$ cat config.mk
export PLATFORM = sky130hd
export DESIGN_NAME = sigan_sequencer
export DESIGN_NICKNAME = d
export VERILOG_FILES = /design/src/rtl/sigan_pkg.sv /design/src/rtl/sigan_lfsr.sv /design/src/rtl/sigan_sequencer.sv
export SDC_FILE = /design/constraint.sdc
export NUM_CORES = 1
export LEC_CHECK = 0
export ABC_CLOCK_PERIOD_IN_PS = 2990
export CAP_MARGIN = 20
export CORE_MARGIN = 4
export CORE_UTILIZATION = 35
export CTS_BUF_LIST = sky130_fd_sc_hd__clkbuf_2 sky130_fd_sc_hd__clkbuf_4 sky130_fd_sc_hd__clkbuf_8
export CTS_CLUSTER_DIAMETER = 200
export CTS_CLUSTER_SIZE = 14
export DETAILED_ROUTE_END_ITERATION = 10
export PLACE_DENSITY = 0.58
export RECOVER_POWER = 100
export SLEW_MARGIN = 10
export SYNTH_ARGS = -nofsm -noshare
export SYNTH_HDL_FRONTEND = slang
export SYNTH_SLANG_ARGS = --single-unit
$ cat constraint.sdc
create_clock -name clock -period 2.99 [get_ports clock]
set_clock_uncertainty 0.15 [all_clocks]
set_input_delay 0.299 -clock clock [delete_from_list [all_inputs] [get_ports clock]]
set_output_delay 0.299 -clock clock [all_outputs]
set_load 0.02 [all_outputs]
$ cat src/rtl/sigan_pkg.sv
// Shared types and constants for the signature analyzer sequencer.
// Provides the state encoding, default widths, LFSR taps and the LFSR step function.
package sigan_pkg;

  localparam int SIG_W_DEF = 16;
  localparam int CNT_W_DEF = 20;

  localparam int TAP0 = 6;
  localparam int TAP1 = 8;
  localparam int TAP2 = 11;
  localparam int TAP3 = 15;

  typedef enum logic [1:0] {
    ST_IDLE  = 2'd0,
    ST_ARMED = 2'd1,
    ST_RUN   = 2'd2,
    ST_DONE  = 2'd3
  } state_t;

  function automatic logic [SIG_W_DEF-1:0] lfsr_step(
    input logic [SIG_W_DEF-1:0] w,
    input logic                 d
  );
    logic fb;
    fb = d ^ w[TAP0] ^ w[TAP1] ^ w[TAP2] ^ w[TAP3];
    return {w[SIG_W_DEF-2:0], fb};
  endfunction

endpackage

$ cat src/rtl/sigan_lfsr.sv
// 16-bit signature LFSR word generator.
// Ports: clock, reset, clear, shift_en, data_in -> word.
module sigan_lfsr
  import sigan_pkg::*;
#(
  parameter int SIG_W = SIG_W_DEF
) (
  input  logic             clock,
  input  logic             reset,
  input  logic             clear,
  input  logic             shift_en,
  input  logic             data_in,
  output logic [SIG_W-1:0] word
);

  always_ff @(posedge clock) begin
    if (reset || clear) begin
      word <= '0;
    end else if (shift_en) begin
      word <= lfsr_step(word, data_in);
    end
  end

endmodule

$ cat src/rtl/sigan_sequencer.sv
// Measurement sequencer: edge qualify, window FSM, LFSR drive, result handshake.
// Ports: clock, reset, start_in, stop_in, data_in, start_edge, stop_edge,
//   continuous, arm, abort, result_ready -> result_valid, signature,
//   window_len, timeout, unstable, busy.
// Option SIGAN_SEQ_QUAL_EN adds qual_in/qual_level clock qualification.
module sigan_sequencer
  import sigan_pkg::*;
#(
  parameter int SIG_W      = SIG_W_DEF,
  parameter int CNT_W      = CNT_W_DEF,
  parameter int MAX_WINDOW = (1 << CNT_W) - 1
) (
  input  logic             clock,
  input  logic             reset,
  input  logic             start_in,
  input  logic             stop_in,
  input  logic             data_in,
  input  logic             start_edge,
  input  logic             stop_edge,
  input  logic             continuous,
  input  logic             arm,
  input  logic             abort,
`ifdef SIGAN_SEQ_QUAL_EN
  input  logic             qual_in,
  input  logic             qual_level,
`endif
  output logic             result_valid,
  input  logic             result_ready,
  output logic [SIG_W-1:0] signature,
  output logic [CNT_W-1:0] window_len,
  output logic             timeout,
  output logic             unstable,
  output logic             busy
);

  localparam logic [CNT_W-1:0] MAX_CNT = CNT_W'(MAX_WINDOW);

  logic qual;
`ifdef SIGAN_SEQ_QUAL_EN
  assign qual = (qual_in == qual_level);
`else
  assign qual = 1'b1;
`endif

  logic start_q;
  logic stop_q;
  logic primed;
  logic start_evt;
  logic stop_evt;

  // primed keeps the first post-reset sample from looking like an edge
  always_ff @(posedge clock) begin
    if (reset) begin
      start_q <= 1'b0;
      stop_q  <= 1'b0;
      primed  <= 1'b0;
    end else if (qual) begin
      start_q <= start_in;
      stop_q  <= stop_in;
      primed  <= 1'b1;
    end
  end

  assign start_evt = qual && primed && (start_q != start_in)
                     && (start_in == ~start_edge);
  assign stop_evt  = qual && primed && (stop_q != stop_in)
                     && (stop_in == ~stop_edge);

  state_t           state;
  state_t           state_nx;
  logic             lfsr_clr;
  logic             shift_en;
  logic             cnt_clr;
  logic             to_set;
  logic             latch;
  logic             accept;
  logic             prev_clr;
  logic [CNT_W-1:0] cnt;
  logic [CNT_W-1:0] cnt_inc;
  logic             win_to;
  logic [SIG_W-1:0] word;
  logic [SIG_W-1:0] prev_sig;
  logic             prev_valid;

  assign cnt_inc = cnt + 1'b1;

  always_ff @(posedge clock) begin
    if (reset) begin
      state <= ST_IDLE;
    end else begin
      state <= state_nx;
    end
  end

  always_comb begin
    state_nx = state;
    lfsr_clr = 1'b0;
    shift_en = 1'b0;
    cnt_clr  = 1'b0;
    to_set   = 1'b0;
    latch    = 1'b0;
    accept   = 1'b0;
    prev_clr = 1'b0;
    if (abort) begin
      state_nx = ST_IDLE;
    end else begin
      unique case (state)
        ST_IDLE: begin
          if (arm) begin
            state_nx = ST_ARMED;
            lfsr_clr = 1'b1;
            cnt_clr  = 1'b1;
            prev_clr = !continuous;
          end
        end
        ST_ARMED: begin
          if (start_evt) begin
            shift_en = 1'b1;
            state_nx = stop_evt ? ST_DONE : ST_RUN;
          end
        end
        ST_RUN: begin
          if (qual) begin
            shift_en = 1'b1;
            if (stop_evt) begin
              state_nx = ST_DONE;
            end else if (cnt_inc == MAX_CNT) begin
              state_nx = ST_DONE;
              to_set   = 1'b1;
            end
          end
        end
        ST_DONE: begin
          // first DONE cycle latches; later cycles wait for the host
          if (!result_valid) begin
            latch = 1'b1;
          end else if (result_ready) begin
            accept   = 1'b1;
            lfsr_clr = 1'b1;
            cnt_clr  = 1'b1;
            state_nx = continuous ? ST_ARMED : ST_IDLE;
          end
        end
      endcase
    end
  end

  sigan_lfsr #(
    .SIG_W (SIG_W)
  ) u_lfsr (
    .clock    (clock),
    .reset    (reset),
    .clear    (lfsr_clr),
    .shift_en (shift_en),
    .data_in  (data_in),
    .word     (word)
  );

  always_ff @(posedge clock) begin
    if (reset) begin
      cnt    <= '0;
      win_to <= 1'b0;
    end else begin
      if (cnt_clr) begin
        cnt <= '0;
      end else if (shift_en) begin
        cnt <= cnt_inc;
      end
      if (cnt_clr) begin
        win_to <= 1'b0;
      end else if (to_set) begin
        win_to <= 1'b1;
      end
    end
  end

  always_ff @(posedge clock) begin
    if (reset) begin
      result_valid <= 1'b0;
      signature    <= '0;
      window_len   <= '0;
      timeout      <= 1'b0;
      unstable     <= 1'b0;
      prev_sig     <= '0;
      prev_valid   <= 1'b0;
    end else if (abort) begin
      result_valid <= 1'b0;
    end else begin
      if (latch) begin
        result_valid <= 1'b1;
        signature    <= word;
        window_len   <= cnt;
        timeout      <= win_to;
        unstable     <= prev_valid && (word != prev_sig);
      end else if (accept) begin
        result_valid <= 1'b0;
        prev_sig     <= signature;
        prev_valid   <= 1'b1;
      end
      if (prev_clr) begin
        prev_valid <= 1'b0;
      end
    end
  end

  assign busy = (state == ST_ARMED) || (state == ST_RUN);

endmodule
==> Flow_metrics.wiki <==
{| class="wikitable"
! Metric !! Value
|-
| Flip-flop cell with the highest count after synthesis || sky130_fd_sc_hd__dfxtp_1
|-
| Hold_buf cts || 0
|-
| Maximum count of clock buffers along a single path || 2
|-
| Pins Over Slew Limit || 38
|-
| Number of buffers created by CTS || 9
|-
| Internal reg-to-reg setup slack || 400 ps
|-
| Run status || finished, violations left
|-
| Detailed-route wire length || 9.69 mm
|-
| Critical setup path kind || register to register
|-
| Maximum VDD drop || 0.283 mV
|-
| Clock slew at reported path FFs || 100 ps
|-
| Post-route worst hold slack || 304 ps
|-
| Netlist cell types || 50
|-
| Type of the tightest min-delay check || register to register
|-
| Origin of the critical flop-to-flop path || state[1]
|-
| Pre-Repair DR Iteration Count || 4
|-
| Total number of nets in the final design || 579
|-
| Area of the core || 12100 sq um
|-
| Total congestion overflow || 0
|-
| Worst reg2reg path depth || 7
|-
| Maximum number of pins on one net before global-route repair || 39
|-
| Top-level I/O count || 51
|-
| First-pass GRT wire length || 16.3 mm
|-
| Full die area || 14300 sq um
|-
| DRC Markers || 0
|-
| Area after detailed placement || 5000 sq um
|-
| PwrDens || 438 nW/um^2
|-
| Storage cell area || 1960 sq um
|-
| Insertion delay to the later sink of the worst-skew pair || 370 ps
|-
| Post-CTS setup buffers || 0
|-
| Global router's overall resource usage || 0.139
|-
| DP HPWL || 6.79 mm
|-
| Highest Clock Rate || 0.386 GHz
|-
| Via count of the first global-routing pass || 3435
|-
| Arr. time, crit path || 2700 ps
|-
| Register area share after synthesis || 0.451
|-
| Post-placement cell count || 717
|-
| Worst setup path start || state[1]
|-
| Die extent in y || 119 um
|-
| Number of enable-type register cells in the synthesized netlist || 0
|-
| Max-Cap Viols || 1
|-
| Number of sinks on the clock net || 98
|-
| Share of layout cells above drive strength 1 || 0.0584
|-
| End point of the critical path || u_lfsr.word[2]
|-
| Leakage dissipation || 1.89 nW
|-
| Area of combinational cells with multiple inputs || 2220 sq um
|-
| First DRT Iteration DRCs || 166
|-
| Worst-path fanout max || 20
|-
| Failing checks || capacitance limit, slew limit
|-
| Routability cong. || 0.869
|-
| Cell taking the most area after synthesis || sky130_fd_sc_hd__dfxtp_1
|-
| Total negative setup slack || 0 ps
|-
| Post-synthesis async set-or-reset flop share || 0
|-
| Yosys warns || 0
|-
| FF-to-FF End || u_lfsr.word[2]
|-
| Average routed wire per standard cell || 13.2 um
|-
| Total chip power || 2.27 mW
|-
| Launch point of the worst hold path || window_len[7]
|-
| Number of synthesized register bits || 98
|-
| Placement row count || 40
|-
| Fraction of synthesized cell area taken by the top area cell type || 0.451
|-
| Via count || 3574
|-
| Initial cell density of the core || 0.360
|-
| Syn_area_per_cell || 8.31 sq um
|-
| Final non-filler cell area || 5190 sq um
|-
| Vias per cell || 4.88
|-
| Antenna violations before repair || 0
|-
| # port buffers || 50
|-
| Net Count, Synth || 542
|-
| CP required || 3100 ps
|-
| Final hold viol count || 0
|-
| Max transition margin || -0.0872
|-
| Area grow syn2layout || 19.3%
|-
| Post-layout minimum cycle time || 2590 ps
|-
| RSZ-0062 raised after global routing || no
|-
| Horizontal die dimension || 119 um
|-
| Post-route clock period utilization || 0.867
|-
| H-tree lvl count || 3
|-
| Type of destination of the critical path || register
|-
| Measured slew at the worst slew-check pin || 1630 ps
|-
| Number of gates resized after CTS || 0
|-
| CTS tree || built
|-
| Final setup violation count || 0
|-
| Antenna cells || 0
|-
| Syn Std Cell Area || 4350 sq um
|-
| Synthesized instance count || 523
|-
| Non-filler instance count after layout || 733
|-
| Cells taking the most area after synthesis || sky130_fd_sc_hd__dfxtp_1 (45%), sky130_fd_sc_hd__nand2_1 (10%), sky130_fd_sc_hd__xor2_1 (6.8%)
|-
| Count of antenna-violating nets left after detailed routing || 0
|-
| Filler Cells Inserted || 1242
|-
| Startpoint kind of the worst setup timing path || register
|-
| Clock root buffer || sky130_fd_sc_hd__clkbuf_8
|}
[cell families (layout without fill, tap and decap cells)]
family / Yosys count / count (layout) / share of synthesized area
xor+xnor: 41 / 41 / 0.0826
fa+ha+maj: 8 / 8 / 0.0230
mux: 17 / 17 / 0.0391
compound gates: 82 / 82 / 0.108
flops: 98 / 98 / 0.451
simple gates: 237 / 237 / 0.256
buf+inv: 40 / 82 / 0.0400
[critical path, stage by stage (launching register included)]
cell and delay [ps]:
sky130_fd_sc_hd__dfxtp_1 420, sky130_fd_sc_hd__inv_1 110, sky130_fd_sc_hd__ha_1 360, sky130_fd_sc_hd__nand2b_1 90, sky130_fd_sc_hd__a21oi_2 690, sky130_fd_sc_hd__clkbuf_2 400, sky130_fd_sc_hd__mux2i_1 220, sky130_fd_sc_hd__nor2_1 60
[sequential cells by signal, summed over array words and instances (netlist names)]
name / cells
start_q: 1
stop_q: 1
result_valid: 1
u_lfsr.word: 16
state: 2
signature: 16
timeout: 1
primed: 1
window_len: 20
cnt: 20
win_to: 1
prev_valid: 1
prev_sig: 16
unstable: 1
[through the flow]
| stage | util | setup slack [ps] |
|---|---|---|
| after floorplan | - | 640 |
| after global placement | 0.414 | 462 |
| after detailed placement | 0.414 | 451 |
| after CTS | 0.431 | 467 |
| after global routing | 0.430 | 201 |
| final | 0.430 | 399 |
[power breakdown]
group / total [mW] / internal, mW / leakage [nW] / switching (mW)
Combinational: 0.0834 / 0.0324 / 1.00 / 0.0510
Sequential: 1.31 / 1.31 / 0.790 / 0.00334
Clock: 0.876 / 0.411 / 0.103 / 0.465
[cells in the final DEF (no fill, tap or decap), drive strengths merged, types with 3 or more instances in the layout]
cell	instances
nand2	116
dfxtp	98
a21oi	58
nor2	40
dlygate4sd3	40
xor2	34
nand3	18
mux2i	17
nand4	16
clkbuf	13
clkdlybuf4s50	9
inv	9
nor4	8
ha	8
xnor2	7
o21ai	7
buf	6
nor3	5
nand2b	4
and4	4
and2	4
nor2b	4
a211oi	4
nor3b	3
clkinv	3
[metal layers]
| metal | routed length, um | up-vias | track usage |
|---|---|---|---|
| met3 | 328 | 11 | 0.0323 |
| met4 | 123 | 0 | 0.0387 |
| met1 | 4390 | 1669 | 0.169 |
| met5 | 0 | - | 0 |
| li1 | - | 1844 | - |
| met2 | 4840 | 50 | 0.247 |
[cell usage after synthesis (2+ instances only)]
cell                       instances
sky130_fd_sc_hd__ha_1              8
sky130_fd_sc_hd__nand3b_1          2
sky130_fd_sc_hd__xor2_1           34
sky130_fd_sc_hd__nor3b_1           3
sky130_fd_sc_hd__nor3_1            4
sky130_fd_sc_hd__nor2b_1           4
sky130_fd_sc_hd__nor4_1            8
sky130_fd_sc_hd__o21ai_0           7
sky130_fd_sc_hd__nand2_1         116
sky130_fd_sc_hd__and4_1            4
sky130_fd_sc_hd__o221ai_1          2
sky130_fd_sc_hd__xnor2_1           7
sky130_fd_sc_hd__a21oi_1          58
sky130_fd_sc_hd__and2_1            4
sky130_fd_sc_hd__clkbuf_1         26
sky130_fd_sc_hd__or2_2             2
sky130_fd_sc_hd__nand4_1          16
sky130_fd_sc_hd__a211o_1           2
sky130_fd_sc_hd__dfxtp_1          98
sky130_fd_sc_hd__mux2i_1          17
sky130_fd_sc_hd__a211oi_1          4
sky130_fd_sc_hd__nand3_1          17
sky130_fd_sc_hd__o211ai_1          2
sky130_fd_sc_hd__nor2_1           40
sky130_fd_sc_hd__nand2b_1          4
sky130_fd_sc_hd__inv_1             8
sky130_fd_sc_hd__buf_2             2
sky130_fd_sc_hd__and3b_1           2
[worst min path at each step]
stage,end,slack (ps),cells past startpoint
final,window_len[7],300,2
after global placement,window_len[6],290,2
after floorplan,start_q,280,1
after CTS,primed,180,2
after global routing,window_len[1],320,2
after detailed placement,unstable,300,2
[cell type report]
cell class / instances / share of cell area
multi-input cells: 385 / 0.428
flip-flops and latches: 98 / 0.378
repair buffers: 58 / 0.108
well taps: 168 / 0.0405
clock buffers: 10 / 0.0265
clock inverters: 6 / 0.0125
inverters: 8 / 0.00579
No activity file was read; power rests on OpenSTA's default activity.
